$ cat config.mk
export PLATFORM = sky130hd
export DESIGN_NAME = serial_addsub
export DESIGN_NICKNAME = d
export VERILOG_FILES = /design/src/rtl/serial_fxp_pkg.sv /design/src/rtl/serial_addsub_digit.sv /design/src/rtl/serial_addsub.sv
export SDC_FILE = /design/constraint.sdc
export NUM_CORES = 1
export LEC_CHECK = 0
export ABC_AREA = 1
export CELL_PAD_IN_SITES_DETAIL_PLACEMENT = 1
export CELL_PAD_IN_SITES_GLOBAL_PLACEMENT = 1
export CORE_MARGIN = 1.5
export CORE_UTILIZATION = 37
export CTS_CLUSTER_DIAMETER = 60
export DETAILED_ROUTE_END_ITERATION = 8
export GPL_ROUTABILITY_DRIVEN = 0
export PLACE_DENSITY_LB_ADDON = 0.25
export SKIP_LAST_GASP = 1
export SLEW_MARGIN = 40
export SYNTH_ARGS = -nofsm -noshare
export SYNTH_HDL_FRONTEND = slang
export SYNTH_SLANG_ARGS = --single-unit
$ cat constraint.sdc
create_clock -name clk -period 1.5 [get_ports clk]
set_input_delay 0.375 -clock clk [delete_from_list [all_inputs] [get_ports clk]]
set_output_delay 0.375 -clock clk [all_outputs]
set_load 0.03 [all_outputs]
$ cat src/rtl/serial_fxp_pkg.sv
// Shared types and constants for the digit-serial fixed-point blocks.
// The sat_* helpers support widths up to 64 bits.
package serial_fxp_pkg;

  typedef enum logic [1:0] {
    IDLE = 2'd0,
    CALC = 2'd1,
    DONE = 2'd2
  } state_t;

  // Most positive two's complement value of a w-bit word (0x7F..F).
  function automatic logic [63:0] sat_max(input int unsigned w);
    return (64'd1 << (w - 1)) - 64'd1;
  endfunction

  // Most negative two's complement value of a w-bit word (0x80..0).
  function automatic logic [63:0] sat_min(input int unsigned w);
    return 64'd1 << (w - 1);
  endfunction

endpackage

$ cat src/rtl/serial_addsub_digit.sv
// Combinational DIGIT-bit ripple-carry adder slice; also exposes the carry
// into its top bit so the caller can form signed overflow on the last digit.
module serial_addsub_digit #(
  parameter int unsigned DIGIT = 1
) (
  input  logic [DIGIT-1:0] a,
  input  logic [DIGIT-1:0] b,
  input  logic             cin,
  output logic [DIGIT-1:0] s,
  output logic             cout,
  output logic             cmsb
);

  logic [DIGIT:0] c;

  // Ripple the carry through the digit, LSB first.
  always_comb begin
    c    = '0;
    s    = '0;
    c[0] = cin;
    for (int unsigned i = 0; i < DIGIT; i++) begin
      s[i]   = a[i] ^ b[i] ^ c[i];
      c[i+1] = (a[i] & b[i]) | (c[i] & (a[i] ^ b[i]));
    end
    cout = c[DIGIT];
    cmsb = c[DIGIT-1];
  end

endmodule

$ cat src/rtl/serial_addsub.sv
// Digit-serial two's complement adder/subtractor with valid/ready handshakes.
// Processes DIGIT bits per cycle LSB first; one result every WIDTH/DIGIT + 2
// cycles. Optional saturation on signed overflow: define SERIAL_ADD_SAT_EN.
module serial_addsub
  import serial_fxp_pkg::*;
#(
  parameter int unsigned WIDTH = 8,
  parameter int unsigned DIGIT = 1
) (
  input  logic             clk,
  input  logic             asyn_reset,
  input  logic [WIDTH-1:0] x,
  input  logic             data_x_vld,
  output logic             data_x_rdy,
  input  logic [WIDTH-1:0] y,
  input  logic             data_y_vld,
  output logic             data_y_rdy,
  input  logic             sub,
  output logic [WIDTH-1:0] sum,
  output logic             cout,
  output logic             ovf,
  output logic             d_out_vld,
  input  logic             d_out_rdy
);

  localparam int unsigned N  = WIDTH / DIGIT;
  localparam int unsigned CW = (N > 1) ? $clog2(N) : 1;
  localparam logic [CW-1:0] LAST = CW'(N - 1);

  state_t           state_q, state_nxt;
  logic [WIDTH-1:0] a_q, b_q, sum_q, sum_nxt, sum_fin;
  logic [CW-1:0]    cnt_q;
  logic             carry_q, cout_q, ovf_q, vld_q;
  logic             accept, last_step, ovf_nxt;
  logic [DIGIT-1:0] dsum;
  logic             dcout, dcmsb;

  serial_addsub_digit #(.DIGIT(DIGIT)) u_digit (
    .a    (a_q[DIGIT-1:0]),
    .b    (b_q[DIGIT-1:0]),
    .cin  (carry_q),
    .s    (dsum),
    .cout (dcout),
    .cmsb (dcmsb)
  );

`ifdef SERIAL_ADD_SAT_EN
  localparam logic [WIDTH-1:0] SAT_MAX = WIDTH'(sat_max(WIDTH));
  localparam logic [WIDTH-1:0] SAT_MIN = WIDTH'(sat_min(WIDTH));
`endif

  // Next state: join both operand valids in IDLE, count N steps, wait for sink.
  always_comb begin
    state_nxt = state_q;
    accept    = 1'b0;
    last_step = 1'b0;
    case (state_q)
      IDLE: begin
        if (data_x_vld && data_y_vld) begin
          accept    = 1'b1;
          state_nxt = CALC;
        end
      end
      CALC: begin
        if (cnt_q == LAST) begin
          last_step = 1'b1;
          state_nxt = DONE;
        end
      end
      DONE: begin
        if (d_out_rdy) state_nxt = IDLE;
      end
      default: state_nxt = IDLE;
    endcase
  end

  // Result shift and final-value selection. The wrapped MSB tells the overflow
  // direction: both operands share a sign, so a set MSB means positive overflow.
  always_comb begin
    sum_nxt                    = sum_q >> DIGIT;
    sum_nxt[WIDTH-1 -: DIGIT]  = dsum;
    ovf_nxt                    = dcmsb ^ dcout;
    sum_fin                    = sum_nxt;
`ifdef SERIAL_ADD_SAT_EN
    if (ovf_nxt) sum_fin = sum_nxt[WIDTH-1] ? SAT_MAX : SAT_MIN;
`endif
  end

  // State register.
  always_ff @(posedge clk or negedge asyn_reset) begin
    if (!asyn_reset) state_q <= IDLE;
    else             state_q <= state_nxt;
  end

  // Operand shift registers, carry, step counter and result registers.
  always_ff @(posedge clk or negedge asyn_reset) begin
    if (!asyn_reset) begin
      a_q     <= '0;
      b_q     <= '0;
      sum_q   <= '0;
      cnt_q   <= '0;
      carry_q <= 1'b0;
      cout_q  <= 1'b0;
      ovf_q   <= 1'b0;
      vld_q   <= 1'b0;
    end else begin
      vld_q <= (state_nxt == DONE);
      if (accept) begin
        a_q     <= x;
        b_q     <= y ^ {WIDTH{sub}};
        carry_q <= sub;
        cnt_q   <= '0;
      end else if (state_q == CALC) begin
        a_q     <= a_q >> DIGIT;
        b_q     <= b_q >> DIGIT;
        carry_q <= dcout;
        if (last_step) begin
          cnt_q  <= '0;
          sum_q  <= sum_fin;
          cout_q <= dcout;
          ovf_q  <= ovf_nxt;
        end else begin
          cnt_q  <= cnt_q + 1'b1;
          sum_q  <= sum_nxt;
        end
      end
    end
  end

  // Ready decodes the state register; forced low while reset is held.
  assign data_x_rdy = (state_q == IDLE) && asyn_reset;
  assign data_y_rdy = (state_q == IDLE) && asyn_reset;
  assign sum        = sum_q;
  assign cout       = cout_q;
  assign ovf        = ovf_q;
  assign d_out_vld  = vld_q;

endmodule

==> summary by stage, run 1 <==
Status
The run finished, with violations left. The final reports fail on setup timing.

STA
The tightest hold path in the finished design has a slack of 0.322 ns. Across the routed clock network, the largest skew measured is 0.00788 ns. Headroom to the max-slew limit came out at 0.712. The max-slew violation count was 0. Once routing completed, OpenROAD measured the worst setup slack at -0.0214 ns. At the pin with the least slew margin, the transition time is 0.431 ns. For the finished layout, the period the worst path requires is 1.52 ns. Setup violations remaining at the end of the flow were counted as 2. Setup repair after global routing could not meet its margin everywhere. In the finished design, the share of the clock period the worst path needs comes to 1.01. The count of final hold-check violations is 0. The achievable clock frequency is 657 MHz.

Global route
The combined global-route utilization of all metal layers is 0.197. The wire length of the first global-routing pass is 7.88 mm. The number of antenna violations at the first check in global routing is 0. The via count of the first global-routing pass is 1730.

The maximum number of pins on one net before global-route repair is 34. For this run the aggregate overflow at the end of global routing stands at 0.

Setup path
The number of stages on the worst setup path is 4. The largest stage delay on the critical path is 0.42 ns. Of all nets on the critical path, the largest fanout is 2. The endpoint of the worst register-to-register path is ovf$_DFFE_PN0P_.

On the critical path, the stage with the largest delay is an instance of sky130_fd_sc_hd__dfrtp_1. The startpoint of the worst-slack reg-to-reg timing path is state_q[0]$_DFF_PN0_. Across all register-to-register paths, the minimum setup slack is 0.09 ns. Measured in cells, the most critical reg-to-reg path has a length of 7. The critical path capture point type is a primary output. The path type of the worst setup path is reg -> out. The buffers plus inverters on the worst setup path is 2. The worst path arrival time is 1.15 ns. The critical path goes through inv_2 > nand2_4 > nor2_4 > buf_6. STA classifies the critical path startpoint as a flop. The required arrival time at the worst endpoint is 1.12 ns. In this design, the largest share of critical-path delay is due to flip-flops.

Floorplanning
The effective utilization at floorplan is 0.392. Row generation in the floorplan step produced 24 rows. The overall die area is 5120 sq um.

The top-level I/O count is 35. The total area inside the core boundary comes to 4440 sq um. The vertical die dimension is 71.6 um. The die is 71.6 um wide.

Placement
Including well taps, the total number of placed cells is 313. The cell area after placement is 2180 sq um. The port buffer count is 34. The HPWL after detailed placement is 3.05 mm.

Pwr
The share of total power in sequential cells is 0.331. Cell internal power was estimated by the tool at 2.65 mW. Of the total power, the share spent switching nets is 0.424. IR analysis of the VDD net gives a maximum drop of 0.000821 V. Dividing total power by cell area gives a power density of 1980 nW/um^2.

The combinational share of power is 0.492. The analysis attributes to cell leakage a power of 1.26 nW. The proportion of power drawn by the clock network is 0.177. The total power draw is 4.60 mW. In this run the power spent charging and discharging nets is 1.95 mW.

Route
The via count is 1582. The first detailed-routing pass took 6 iterations. The mean routed wirelength per cell is 13.9 um.

The initial DRC count is 67. The final routed DRC violation total is 0. The count of antenna-violating nets left after detailed routing is 0. The average vias per placed instance is 4.88.

The wire length after detailed routing is 4.49 mm.

Synthesis
Counting flops and latches in the post-synthesis netlist gives 33. In this run the cell area of the synthesized design comes to 1740 sq um. The sequential fraction of the synthesis area is 0.474. The Yosys warning count is 0. The net count after synthesis is 250. A synthesized cell averages 7.74 sq um. After synthesis, the netlist uses 20 different library cells. Sorting the synthesized cells by area gives the leading types as sky130_fd_sc_hd__dfrtp_1 (47%), sky130_fd_sc_hd__nand2_1 (23%), sky130_fd_sc_hd__nand3_1 (8.6%). The area share of the largest cell type after synthesis is 0.474.

The cell count after synthesis came out at 225. Summed over all instances, the cell type with the most area after synthesis is sky130_fd_sc_hd__dfrtp_1.

Clock tree
For the worst-skew pair, the clock arrives at the later sink with an insertion delay of 0.29 ns. Buffers inserted during clock tree synthesis total 5. Counting every sink on the clock net gives 33. The number of buffers on the longest clock path is 2. The clock slew at the register clock pins of the worst setup and hold paths is 0.07 ns. The number of H-tree branching levels is 2.

TritonCTS built the clock tree. The root buffer cell is sky130_fd_sc_hd__clkbuf_8.

Layout
The utilization of the core after routing is 0.522. The area growth from synthesis to layout is 33.4%. Counting the fill cells in the layout gives 560.

The final cell count without fillers is 324. The cell area after layout is 2320 sq um. For this run, the post-layout net count is 297. The repair_antennas step left the layout with diodes totalling 0. Of the cells placed in the final design, the portion with a size suffix greater than 1 is 0.129.

Hold path
The type of the tightest min-delay check is in -> async.

Flow run
Across the run, the number of max-cap violations was 0.
[per-layer routing]
| metal | wire length (um) | global-route usage | share of wire | vias to the layer above |
|---|---|---|---|---|
| met5 | 0 | 0 | 0 | - |
| li1 | - | - | - | 793 |
| met1 | 2080 | 0.241 | 0.46 | 749 |
| met3 | 123 | 0.0295 | 0.027 | 9 |
| met4 | 98 | 0.0818 | 0.022 | 0 |
| met2 | 2190 | 0.348 | 0.49 | 31 |
[timing repair]
| action | 4_1_cts | 5_1_grt |
|---|---|---|
| setup buffers | 4 | 0 |
| gates cloned | 0 | 0 |
| pin swaps | 2 | 1 |
| hold buffers | 0 | 0 |
| setup endpoints to repair | 13 | 2 |
| resized for setup | 18 | 0 |
[worst max-delay path by stage]
| stage | startpoint | slack (ns) | to |
|---|---|---|---|
| 6_report | state_q[0]$_DFF_PN0_ | -0.02 | data_x_rdy |
| 3_5_place_dp | asyn_reset | -0.22 | data_y_rdy |
| 4_1_cts | state_q[0]$_DFF_PN0_ | -0.01 | data_y_rdy |
| 5_1_grt | state_q[0]$_DFF_PN0_ | -0.06 | data_y_rdy |
| 3_3_place_gp | asyn_reset | -0.24 | data_y_rdy |
| 2_1_floorplan | state_q[0]$_DFF_PN0_ | 0.05 | data_y_rdy |
[cells by family after synthesis]
kind of cell | synth area share
and+or+nand+nor | 0.368
DFF | 0.474
buffers and inverters | 0.0870
AOI/OAI and AO/OA | 0.0345
adders and majority gates | 0.0259
xor gates and xnor gates | 0.0101
[per-stage QoR]
step / setup TNS (ns) / setup slack [ns]
final: -0.0427 / -0.0214
after global routing: -0.129 / -0.0646
after CTS: -0.0267 / -0.0134
after detailed placement: -1.41 / -0.224
after global placement: -0.764 / -0.244
after floorplan: 0 / 0.0490
[state kept, by name, indices dropped and copies added (netlist names), 2 cells and up]
register / flops
a_q: 8
cnt_q: 3
sum: 8
b_q: 8
state_q: 2
[layout make-up]
| type | instances | area [sq um] | area share |
|---|---|---|---|
| flip-flops and latches | 33 | 826 | 0.356 |
| multi-input cells | 163 | 778 | 0.335 |
| repair buffers | 51 | 480 | 0.207 |
| clock buffers | 5 | 68.8 | 0.0296 |
| inverters | 18 | 67.6 | 0.0291 |
| well taps | 52 | 65.1 | 0.0280 |
| clock inverters | 2 | 35.0 | 0.0151 |
[synthesized netlist by cell type (all sizes together)]
cell type / instances
ha: 2
nand3: 30
fa: 1
buf: 11
o21ai: 9
nor2: 4
nand3b: 6
nand2: 107
xnor2: 2
dfrtp: 33
o31ai: 2
inv: 18
[worst register-to-register path: stages, from the launching register on]
cell and delay (ns):
sky130_fd_sc_hd__dfrtp_1 0.40, sky130_fd_sc_hd__inv_2 0.07, sky130_fd_sc_hd__buf_4 0.13, sky130_fd_sc_hd__nor2_1 0.23, sky130_fd_sc_hd__buf_12 0.18, sky130_fd_sc_hd__nand2_1 0.13
sky130_fd_sc_hd__nand2_1 0.08, sky130_fd_sc_hd__o21ai_0 0.08
[placed cells by master, fill, tap and decap left out, types with 2 or more instances in the layout]
cell type                         instances
sky130_fd_sc_hd__o31ai_1                  2
sky130_fd_sc_hd__buf_6                    2
sky130_fd_sc_hd__xnor2_1                  2
sky130_fd_sc_hd__nand3_1                 30
sky130_fd_sc_hd__o21ai_1                  5
sky130_fd_sc_hd__inv_1                   15
sky130_fd_sc_hd__nor2_4                   2
sky130_fd_sc_hd__nand2_1                104
sky130_fd_sc_hd__nand3b_1                 6
sky130_fd_sc_hd__clkdlybuf4s50_1         20
sky130_fd_sc_hd__dfrtp_1                 33
sky130_fd_sc_hd__dlygate4sd2_1           12
sky130_fd_sc_hd__buf_4                   15
sky130_fd_sc_hd__clkbuf_8                 5
sky130_fd_sc_hd__buf_12                   2
sky130_fd_sc_hd__o21ai_0                  4
sky130_fd_sc_hd__inv_2                    3
sky130_fd_sc_hd__ha_1                     2
[power by group through the flow]
stage	Clock, mW	Sequential (mW)	Combinational [mW]
floorplan	0	1.75	1.30
global placement	0	1.54	2.16
detailed placement	0	1.55	2.23
CTS	0.828	1.52	2.29
global route	0.858	1.58	2.56
finish	0.813	1.52	2.26
Power figures use the tool's default switching activity.
==> run 2: changes to the inputs <==
CELL_PAD_IN_SITES_DETAIL_PLACEMENT = unset   (was 1)
CELL_PAD_IN_SITES_GLOBAL_PLACEMENT = unset   (was 1)
CORE_UTILIZATION = 42   (was 37)
==> summary by stage, run 2 (synthesized netlist as in run 1, its figures left out) <==
Status
The flow ran to the end, and the final reports show no timing, DRC or antenna violations.

Setup path
The timing startpoint of the critical path is state_q[1]$_DFF_PN0_. The path type of the worst setup path is reg -> out. STA classifies the critical path startpoint as a flop. The endpoint of the worst register-to-register path is ovf$_DFFE_PN0P_. The reg2reg setup slack was 0.19 ns (+0.10 ns). The worst path arrival time is 1.06 ns (-0.09 ns).

The number of cells on the worst reg-to-reg path is 6 (-1). The worst setup path is captured at a primary output. Following the worst setup path forward leads to its endpoint at data_x_rdy. The startpoint of the worst-slack reg-to-reg timing path is state_q[1]$_DFF_PN0_. The worst-path maximum fanout was 2 (unchanged). The required arrival time at the worst endpoint is 1.12 ns (about the same).

Floorplanning
The effective utilization at floorplan is 0.435 (+0.0435). The horizontal die dimension is 67.4 um (-5.9%). The placement row count is 23 (-4.2%).

The top-level I/O count was 35 (unchanged). The vertical die dimension is 67.4 um (-5.9%). The area inside the core boundary is 4000 sq um (-10%). The overall die area is 4540 sq um (-11%).

Placement
The number of placed instances with taps included is 313 (unchanged). The HPWL after detailed placement is 2.48 mm (-19%). The port buffer count is 34 (unchanged).

Route
The via count is 1534 (-3.0%). The average vias per placed instance is 4.76 (-2.4%). The wire length after detailed routing is 3.40 mm (-24%). The final routed DRC violation total is 0 (unchanged).

The initial DRC count came to 66 (-1.5%). The count of antenna-violating nets left after detailed routing is 0 (unchanged). The mean routed wirelength per cell is 10.6 um (-24%). The number of detailed-routing iterations run before antenna repair was 4 (-2).

Global route
The combined global-route utilization of all metal layers is 0.177 (-0.0202). The wire length of the first global-routing pass was 5.98 mm (-24%). The maximum number of pins on one net before global-route repair is 34 (unchanged). The number of antenna violations at the first check in global routing is 0 (unchanged).

The via count of the first global-routing pass is 1411 (-18%). The total congestion overflow is 0 (unchanged).

Clock tree
The tree is rooted in a sky130_fd_sc_hd__clkbuf_8. The number of H-tree branching levels is 2 (unchanged). The clock tree from TritonCTS is done.

The total clock sinks is 33 (unchanged). The number of buffers on the longest clock path is 2 (unchanged). The clock slew at the register clock pins of the worst setup and hold paths came to 0.06 ns (about the same). The count of hold buffers inserted by post-cts repair is 0 (unchanged). The insertion delay of the later-clocked pin in the worst-skew pair is 0.28 ns (about the same). The number of clock buffers inserted by TritonCTS is 5 (unchanged).

STA
The number of endpoints failing setup at the final stage is 0 (-2). Setup repair after global routing left no endpoint under its margin. The sum of negative setup slack is 0 ns (+0.0427 ns). The count of final hold-check violations is 0 (unchanged). The final worst clock skew was 0.00160 ns (-0.00628 ns). The tightest slew margin relative to the limit came to 0.720 (+0.00764). The final critical delay including setup and external delays is 1.44 ns (-0.0829 ns).

The max-slew violation count is 0 (unchanged). The final cycle utilization of the critical path is 0.959 (-0.0552). The achievable clock frequency is 695 MHz (+5.8%). The slew of the pin with the lowest slew margin came to 0.420 ns (-0.0115 ns).

Layout
The final cell count without fillers is 322 (-0.62%). The most frequent standard cell in the layout excluding fill and tap cells is sky130_fd_sc_hd__nand2_1. The layout overhead on the synthesized area is 30.4%. The antenna diode count is 0 (unchanged). The count of filler cells inserted in the layout is 396 (-29%).

In the layout the commonest cells are sky130_fd_sc_hd__nand2_1 (104), sky130_fd_sc_hd__dfrtp_1 (33), sky130_fd_sc_hd__nand3_1 (30). The number of nets in the finished design is 296 (-0.34%). The layout cell share with drive strength beyond 1 is 0.118 (-0.0110).

Pwr
The leakage power summed over all cells is 1.23 nW (-2.1%). The worst ir drop on vdd is 0.000872 V (+6.2%). The areal power density over the cells was 1860 nW/um^2 (-6.0%).

Hold path
The type of the tightest min-delay check is in -> async.

Flow run
The max-cap check violation count came to 0 (unchanged).
-- run 2: cell count changes in the layout (fill, tap and decap cells not counted) --
| cell | change |
|---|---|
| sky130_fd_sc_hd__buf_12 | -1 |
| sky130_fd_sc_hd__bufinv_16 | -1 |
| sky130_fd_sc_hd__clkbuf_1 | +3 |
| sky130_fd_sc_hd__clkinv_2 | -1 |
| sky130_fd_sc_hd__nand2_2 | +1 |
| sky130_fd_sc_hd__nand2_4 | -1 |
-- run 2: worst max-delay path, cell delays in order, from the launching register on --
cell and delay [ns]:
sky130_fd_sc_hd__dfrtp_1 0.40, sky130_fd_sc_hd__inv_2 0.07, sky130_fd_sc_hd__nand2_2 0.07, sky130_fd_sc_hd__nor2_4 0.11
sky130_fd_sc_hd__buf_6 0.14
-- run 2: routing by layer --
metal	wire, um	vias to the layer above	global-route usage
li1	-	795	-
met2	1590	37	0.292
met3	136	8	0.0300
met4	82	0	0.0995
met1	1600	694	0.219
met5	0	-	0
-- run 2: worst min path at each step --
| stage | start | endpoint | slack (ns) | cells past startpoint |
|---|---|---|---|---|
| finish | asyn_reset | sum[5]$_DFFE_PN0P_ | 0.36 | 2 |
| detailed placement | sum[0]$_DFFE_PN0P_ | sum[0]$_DFFE_PN0P_ | 0.47 | 2 |
| floorplan | asyn_reset | a_q[0]$_DFFE_PN0P_ | 0.08 | 0 |
| CTS | asyn_reset | sum[0]$_DFFE_PN0P_ | 0.37 | 2 |
| global placement | cout$_DFFE_PN0P_ | cout$_DFFE_PN0P_ | 0.46 | 2 |
| global route | asyn_reset | sum[0]$_DFFE_PN0P_ | 0.40 | 2 |
-- run 2: per-stage QoR --
step                setup slack (ns)   util  cell area [sq um]  total power, mW  hold slack [ns]
floorplan                     0.0490      -               1740             3.05           0.0794
detailed placement            -0.169  0.546               2180             3.70            0.470
global route                  0.0144  0.567               2270             4.62            0.403
global placement              -0.167  0.546               2180             3.66            0.464
CTS                          0.00612  0.567               2270             4.30            0.374
finish                        0.0614  0.567               2270             4.23            0.360
-- run 2: timing repair --
item / CTS / global route
buffers inserted: 1 / 0
gates cloned: 0 / 0
setup endpoints to repair: 13 / 2
pin swaps: 1 / 1
gates resized for setup: 16 / 1
-- run 2: layout make-up --
| class | instances | area, sq um | share of cell area |
|---|---|---|---|
| Timing Repair Buffer | 50 | 460 | 0.203 |
| Inverter | 18 | 67.6 | 0.0298 |
| Multi-Input combinational cell | 163 | 773 | 0.341 |
| Tap cell | 50 | 62.6 | 0.0276 |
| Sequential cell | 33 | 826 | 0.364 |
| Clock buffer | 8 | 80.1 | 0.0353 |
-- run 2: where the power goes --
group          leakage, nW  total [mW]  internal, mW  switching, mW
Combinational        0.777        2.09         0.821           1.27
Sequential           0.417        1.51          1.29          0.223
Clock               0.0395       0.624         0.329          0.295
